--- config.mk ---
export PLATFORM = sky130hd
export DESIGN_NAME = uart_rx_os
export DESIGN_NICKNAME = d
export VERILOG_FILES = /design/src/rtl/uart_pkg.sv /design/src/rtl/uart_sync.sv /design/src/rtl/uart_rx_os.sv
export SDC_FILE = /design/constraint.sdc
export NUM_CORES = 1
export LEC_CHECK = 0
export BUFFER_PORTS_ARGS = -buffer_cell sky130_fd_sc_hd__buf_4
export CAP_MARGIN = 25
export CORE_ASPECT_RATIO = 0.75
export CORE_MARGIN = 1.5
export CORE_UTILIZATION = 30
export DETAILED_ROUTE_END_ITERATION = 7
export SLEW_MARGIN = 10
export SYNTH_ARGS = -nofsm -noshare
export SYNTH_HDL_FRONTEND = slang
export SYNTH_HIERARCHICAL = 1
export SYNTH_SLANG_ARGS = --single-unit
--- constraint.sdc ---
create_clock -name clk -period 2 [get_ports clk]
set_input_delay 0.4 -clock clk [delete_from_list [all_inputs] [get_ports clk]]
set_output_delay 0.4 -clock clk [all_outputs]
set_load 0.03 [all_outputs]
--- src/rtl/uart_pkg.sv ---
// Shared types and helpers for the oversampling UART receiver family.
// Holds the FSM state encoding, the parity modes and the parity helper.
package uart_pkg;

    typedef enum logic [2:0] {
        S_IDLE   = 3'd0,
        S_START  = 3'd1,
        S_DATA   = 3'd2,
        S_PARITY = 3'd3,
        S_STOP   = 3'd4
    } state_t;

    localparam int PAR_NONE = 0;
    localparam int PAR_EVEN = 1;
    localparam int PAR_ODD  = 2;

    // Expected parity bit for up to 9 data bits; unused upper bits must be zero.
    function automatic logic parity_calc(input logic [8:0] data, input int mode);
        logic p;
        p = 1'b0;
        if (mode == PAR_EVEN) begin
            p = ^data;
        end else if (mode == PAR_ODD) begin
            p = ~^data;
        end
        return p;
    endfunction

endpackage

--- src/rtl/uart_sync.sv ---
// Multi-flop synchroniser for the asynchronous rx line; latency STAGES clocks.
// Flops reset to 1 so an idle line never looks like a start bit after reset.
module uart_sync #(
    parameter int STAGES = 2
) (
    input  logic clk,
    input  logic reset,
    input  logic d,
    output logic q
);

    logic [STAGES-1:0] sync_q;
    logic [STAGES-1:0] sync_d;

    always_comb begin
        sync_d = {sync_q[STAGES-2:0], d};
    end

    always_ff @(posedge clk or negedge reset) begin
        if (!reset) begin
            sync_q <= '1;
        end else begin
            sync_q <= sync_d;
        end
    end

    assign q = sync_q[STAGES-1];

endmodule

--- src/rtl/uart_rx_os.sv ---
// Oversampling UART receiver; frame appears on the outputs one clk after the last stop sample.
// 1-deep output register with valid/ready; a frame arriving while it is full is dropped and flagged.
module uart_rx_os
    import uart_pkg::*;
#(
    parameter int DATA_W      = 8,
    parameter int OS_RATE     = 16,
    parameter int PARITY      = 1,
    parameter int STOP_BITS   = 1,
    parameter int SYNC_STAGES = 2
) (
    input  logic              clk,
    input  logic              reset,
    input  logic              rx,
    input  logic              os_tick,
    output logic [DATA_W-1:0] rx_data,
    output logic              rx_valid,
    input  logic              rx_ready,
    output logic              p_error,
    output logic              stop_error,
    output logic              break_det,
    output logic              overrun,
    output logic              busy
);

    localparam int TW = $clog2(OS_RATE);
    localparam int BW = $clog2(DATA_W);

    localparam logic [TW-1:0] TICK_HALF = TW'(OS_RATE / 2 - 1);
    localparam logic [TW-1:0] TICK_LAST = TW'(OS_RATE - 1);
    localparam logic [BW-1:0] BIT_LAST  = BW'(DATA_W - 1);
    localparam logic [BW-1:0] STOP_LAST = BW'(STOP_BITS - 1);

    logic rxs;

    uart_sync #(
        .STAGES (SYNC_STAGES)
    ) u_sync (
        .clk   (clk),
        .reset (reset),
        .d     (rx),
        .q     (rxs)
    );

    state_t            state_q, state_d;
    logic [TW-1:0]     tick_q, tick_d;
    logic [BW-1:0]     bit_q, bit_d;
    logic [DATA_W-1:0] shift_q, shift_d;
    logic              perr_q, perr_d;
    logic              ferr_q, ferr_d;
    logic              zero_q, zero_d;

    logic [DATA_W-1:0] data_out_q, data_out_d;
    logic              valid_q, valid_d;
    logic              perr_out_q, perr_out_d;
    logic              ferr_out_q, ferr_out_d;
    logic              brk_q, brk_d;
    logic              ovr_q, ovr_d;
    logic              busy_q, busy_d;

    logic [8:0]        data_ext;
    logic              commit;
    logic              accept;

    always_comb begin
        data_ext                = '0;
        data_ext[DATA_W-1:0]    = shift_q;
    end

    // Frame FSM and counters; every state change happens on an os_tick.
    always_comb begin
        state_d = state_q;
        tick_d  = tick_q;
        bit_d   = bit_q;
        shift_d = shift_q;
        perr_d  = perr_q;
        ferr_d  = ferr_q;
        zero_d  = zero_q;
        commit  = 1'b0;

        if (os_tick) begin
            case (state_q)
                S_IDLE: begin
                    if (!rxs) begin
                        state_d = S_START;
                        tick_d  = '0;
                    end
                end
                S_START: begin
                    if (tick_q == TICK_HALF) begin
                        if (rxs) begin
                            state_d = S_IDLE;
                        end else begin
                            state_d = S_DATA;
                            tick_d  = '0;
                            bit_d   = '0;
                            perr_d  = 1'b0;
                            ferr_d  = 1'b0;
                            zero_d  = 1'b1;
                        end
                    end else begin
                        tick_d = tick_q + TW'(1);
                    end
                end
                S_DATA: begin
                    if (tick_q == TICK_LAST) begin
                        tick_d  = '0;
                        shift_d = {rxs, shift_q[DATA_W-1:1]};
                        zero_d  = zero_q & ~rxs;
                        if (bit_q == BIT_LAST) begin
                            bit_d   = '0;
                            state_d = (PARITY != PAR_NONE) ? S_PARITY : S_STOP;
                        end else begin
                            bit_d = bit_q + BW'(1);
                        end
                    end else begin
                        tick_d = tick_q + TW'(1);
                    end
                end
                S_PARITY: begin
                    if (tick_q == TICK_LAST) begin
                        tick_d  = '0;
                        zero_d  = zero_q & ~rxs;
                        perr_d  = (rxs != parity_calc(data_ext, PARITY));
                        state_d = S_STOP;
                    end else begin
                        tick_d = tick_q + TW'(1);
                    end
                end
                S_STOP: begin
                    if (tick_q == TICK_LAST) begin
                        tick_d = '0;
                        zero_d = zero_q & ~rxs;
                        ferr_d = ferr_q | ~rxs;
                        if (bit_q == STOP_LAST) begin
                            bit_d   = '0;
                            state_d = S_IDLE;
                            commit  = 1'b1;
                        end else begin
                            bit_d = bit_q + BW'(1);
                        end
                    end else begin
                        tick_d = tick_q + TW'(1);
                    end
                end
                default: begin
                    state_d = S_IDLE;
                    tick_d  = '0;
                    bit_d   = '0;
                end
            endcase
        end
    end

    // Output buffer: a commit may reload the register in the same clk it is drained.
    always_comb begin
        accept     = valid_q & rx_ready;
        valid_d    = valid_q & ~accept;
        data_out_d = data_out_q;
        perr_out_d = perr_out_q;
        ferr_out_d = ferr_out_q;
        ovr_d      = accept ? 1'b0 : ovr_q;
        brk_d      = 1'b0;
        busy_d     = (state_d != S_IDLE);

        if (commit) begin
            brk_d = zero_d;
            if (!valid_q || accept) begin
                valid_d    = 1'b1;
                data_out_d = shift_d;
                perr_out_d = perr_d;
                ferr_out_d = ferr_d;
            end else begin
                ovr_d = 1'b1;
            end
        end
    end

    always_ff @(posedge clk or negedge reset) begin
        if (!reset) begin
            state_q    <= S_IDLE;
            tick_q     <= '0;
            bit_q      <= '0;
            shift_q    <= '0;
            perr_q     <= 1'b0;
            ferr_q     <= 1'b0;
            zero_q     <= 1'b0;
            data_out_q <= '0;
            valid_q    <= 1'b0;
            perr_out_q <= 1'b0;
            ferr_out_q <= 1'b0;
            brk_q      <= 1'b0;
            ovr_q      <= 1'b0;
            busy_q     <= 1'b0;
        end else begin
            state_q    <= state_d;
            tick_q     <= tick_d;
            bit_q      <= bit_d;
            shift_q    <= shift_d;
            perr_q     <= perr_d;
            ferr_q     <= ferr_d;
            zero_q     <= zero_d;
            data_out_q <= data_out_d;
            valid_q    <= valid_d;
            perr_out_q <= perr_out_d;
            ferr_out_q <= ferr_out_d;
            brk_q      <= brk_d;
            ovr_q      <= ovr_d;
            busy_q     <= busy_d;
        end
    end

    assign rx_data    = data_out_q;
    assign rx_valid   = valid_q;
    assign p_error    = perr_out_q;
    assign stop_error = ferr_out_q;
    assign break_det  = brk_q;
    assign overrun    = ovr_q;
    assign busy       = busy_q;

endmodule

==> impl_metrics.env <==
export IMPL_min_path_type="primary input to asynchronous set/reset pin"
export IMPL_firstDrtPassIters=5
export IMPL_end_kind="flip-flop"
export IMPL_max_vdd_ir_drop_mv=0.4159
export IMPL_tns_ns=0
export IMPL_synth_common_cells="dfrtp_1, nand2_1, o21ai_0"
export IMPL_arrival_ns=2.10
export IMPL_worstSetupPathType="flip-flop to flip-flop"
export IMPL_initial_core_util_pct=31.83
export IMPL_maxCapViolCount=0
export IMPL_slowest_delay_ns=0.57
export IMPL_drt_iter0_drc=102
export IMPL_slew_violations=0
export IMPL_rows=24
export IMPL_grt_pass1_wl_mm=6.713
export IMPL_setup_violations=0
export IMPL_clock_skew_final_ns=0.004989
export IMPL_antenna_cells=0
export IMPL_die_y_um=71.96
export IMPL_synth_seq_cells=37
export IMPL_dp_hpwl_mm=2.887
export IMPL_syn_inst=180
export IMPL_vias=1436
export IMPL_critPathRequiredTime_ns=2.18
export IMPL_port_buffers=18
export IMPL_vias_per_cell=4.851
export IMPL_grt_max_degree=38
export IMPL_startpoint_type="flip-flop"
export IMPL_async_flop_share_pct=100.0
export IMPL_fin_crit_sh_pct=96.20
export IMPL_rr_worst_depth=5
export IMPL_post_drt_wl_per_cell_um=13.88
export IMPL_grt_usage_pct=12.72
export IMPL_overflow=0
export IMPL_crit_chain="ha_4, nand4_2, or4_4, nand2b_4, mux2_4"
export IMPL_dp_cells=285
export IMPL_yosysTopAreaCell="dfrtp_1"
export IMPL_status="complete, no violations"
export IMPL_clk_pin_slew_worst_paths_ns=0.08
export IMPL_max_slew_worst_pin_slew_ns=0.5243
export IMPL_hold_buffers=0
export IMPL_cp_slowest_cell="or4_4"
export IMPL_coreArea_mm2=0.005976
export IMPL_yosys_warnings=6
export IMPL_area_delta_synth_final_pct=24.41
export IMPL_globalplace_congestion=0.8885
export IMPL_max_clock_freq_mhz=519.7
export IMPL_clockBufferDepth=2
export IMPL_clock_latency_ns=0.29
export IMPL_nets=226
export IMPL_rr_startpoint="tick_q[1]"
export IMPL_path_max_fanout=6
export IMPL_h_tree_depth=2
export IMPL_fp_dieArea_mm2=0.006831
export IMPL_fin_cells=296
export IMPL_synth_avg_cell_area_um2=10.57
export IMPL_synthMostInstantiatedCell="dfrtp_1"
export IMPL_p_per_area_mw_per_mm2=959.7
export IMPL_cts_tree="yes"
export IMPL_antenna_found_initial=0
export IMPL_wirelength_mm=4.109
export IMPL_antenna_left=0
export IMPL_cpLargestDelayFamily="simple AND/OR/NAND/NOR gates"
export IMPL_ys_top_cells_by_area="dfrtp_1, mux2_2, mux2_4, nand2_1, o21ai_0"
export IMPL_synthDistinctLibCells=42
export IMPL_cts_sinks=37
export IMPL_synth_nets=189
export IMPL_drive_gt1_share_pct=35.78
export IMPL_period_needed_ns=1.924
export IMPL_critPathBufInv=0
export IMPL_syn_area_mm2=0.001902
export IMPL_io_pins=19
export IMPL_die_x_um=94.94
export IMPL_synth_top_cell_area_share_pct=46.05
export IMPL_numCtsBuffers=5
export IMPL_synth_edff_count=0
export IMPL_synthFlopType="dfrtp_1"
export IMPL_seq_area_frac_synth_pct=48.82
export IMPL_rsz0062_at_grt="no"
export IMPL_max_slew_margin_pct=64.78
export IMPL_drc=0
export IMPL_finalHoldViolCount=0
export IMPL_r2r_end="rx_data[3]"
export IMPL_root_buffer="clkbuf_8"
export IMPL_p_leak_nw=1.170
export IMPL_grt_pass1_vias=1387
export IMPL_r2r_slack_ns=0.08
-- cells in the final DEF (no fill, tap or decap), types with 6 or more instances in the layout --
master,Yosys,routed
o21ai_0,15,14
mux2_2,11,11
buf_4,0,39
a21oi_1,11,11
xnor2_1,7,7
mux2_4,8,8
nand2_1,21,21
dfrtp_1,35,34
nand3_1,6,6
nor2_1,7,7
-- power by group --
part           switching (mW)  internal [mW]
Combinational           0.417          0.370
Clock                   0.292          0.247
Sequential              0.105          0.838
-- how the worst max path moves through the flow --
stage	from	cells past startpoint	to	slack (ns)
2_1_floorplan	tick_q[0]	6	rx_data[0]	0.03
3_3_place_gp	tick_q[0]	6	stop_error	0.05
3_5_place_dp	tick_q[0]	5	rx_data[3]	0.03
4_1_cts	tick_q[0]	5	rx_data[3]	0.01
5_1_grt	tick_q[1]	5	rx_data[3]	0.04
6_report	tick_q[1]	5	rx_data[3]	0.08
-- cell type report --
class                   instances  area (µm²)
fillers                       589        3610
inverters                       5       18.77
clock inverters                 3       21.27
multi-input cells             129       937.1
clock buffers                   5       68.82
well taps                      78       97.59
repair buffers                 39       292.8
flip-flops and latches         37       929.6
-- layer usage --
metal	up-vias	global-route usage [%]	wire length (µm)
li1	703	-	-
met1	691	18.95	2083
met2	38	17.06	1733
met3	4	3.774	255
met4	0	4.975	36
met5	-	0	0
-- metrics by stage --
stage	hold slack [ns]	setup slack, ns	power [mW]	utilization [%]	instance area [µm²]
floorplan	0.1044	0.02545	1.380	-	1904
global placement	0.3460	0.04663	1.674	37.31	2230
detailed placement	0.3476	0.03147	1.680	37.31	2230
CTS	0.07584	0.01147	2.231	38.82	2320
global route	0.09100	0.03848	2.412	39.59	2366
finish	0.05499	0.07596	2.271	39.59	2366
-- registers in the layout, summed over array words and instances, names as in the netlist --
signal	flops
break_det	1
u_sync/sync_q	2
busy	1
rx_valid	1
stop_error	1
rx_data	8
shift_q	8
state_q	3
zero_q	1
ferr_q	1
bit_q	3
perr_q	1
overrun	1
p_error	1
tick_q	4
-- kinds of logic (layout without fill, tap and decap cells) --
family,after synthesis,count (layout),synth area share (%)
multiplexers,19,19,12.83
XOR/XNOR,9,9,4.145
buffers and inverters,15,52,3.619
flip-flops,37,37,48.82
AO/OA/AOI/OAI,38,38,11.97
adder cells (fa/ha/maj),4,4,2.632
AND/OR/NAND/NOR,58,59,15.99
-- worst register-to-register path, cell delays in order (launching register included) --
cell	delay (ns)
dfrtp_1	0.42
ha_4	0.16
nand4_2	0.12
or4_4	0.57
nand2b_4	0.22
mux2_4	0.32
-- repair_timing --
item | in CTS | in global routing
buffers inserted | 0 | 2
setup endpoints to repair | 0 | 13
gates resized for setup | 0 | 5
No activity file was read; power rests on OpenSTA's default activity.
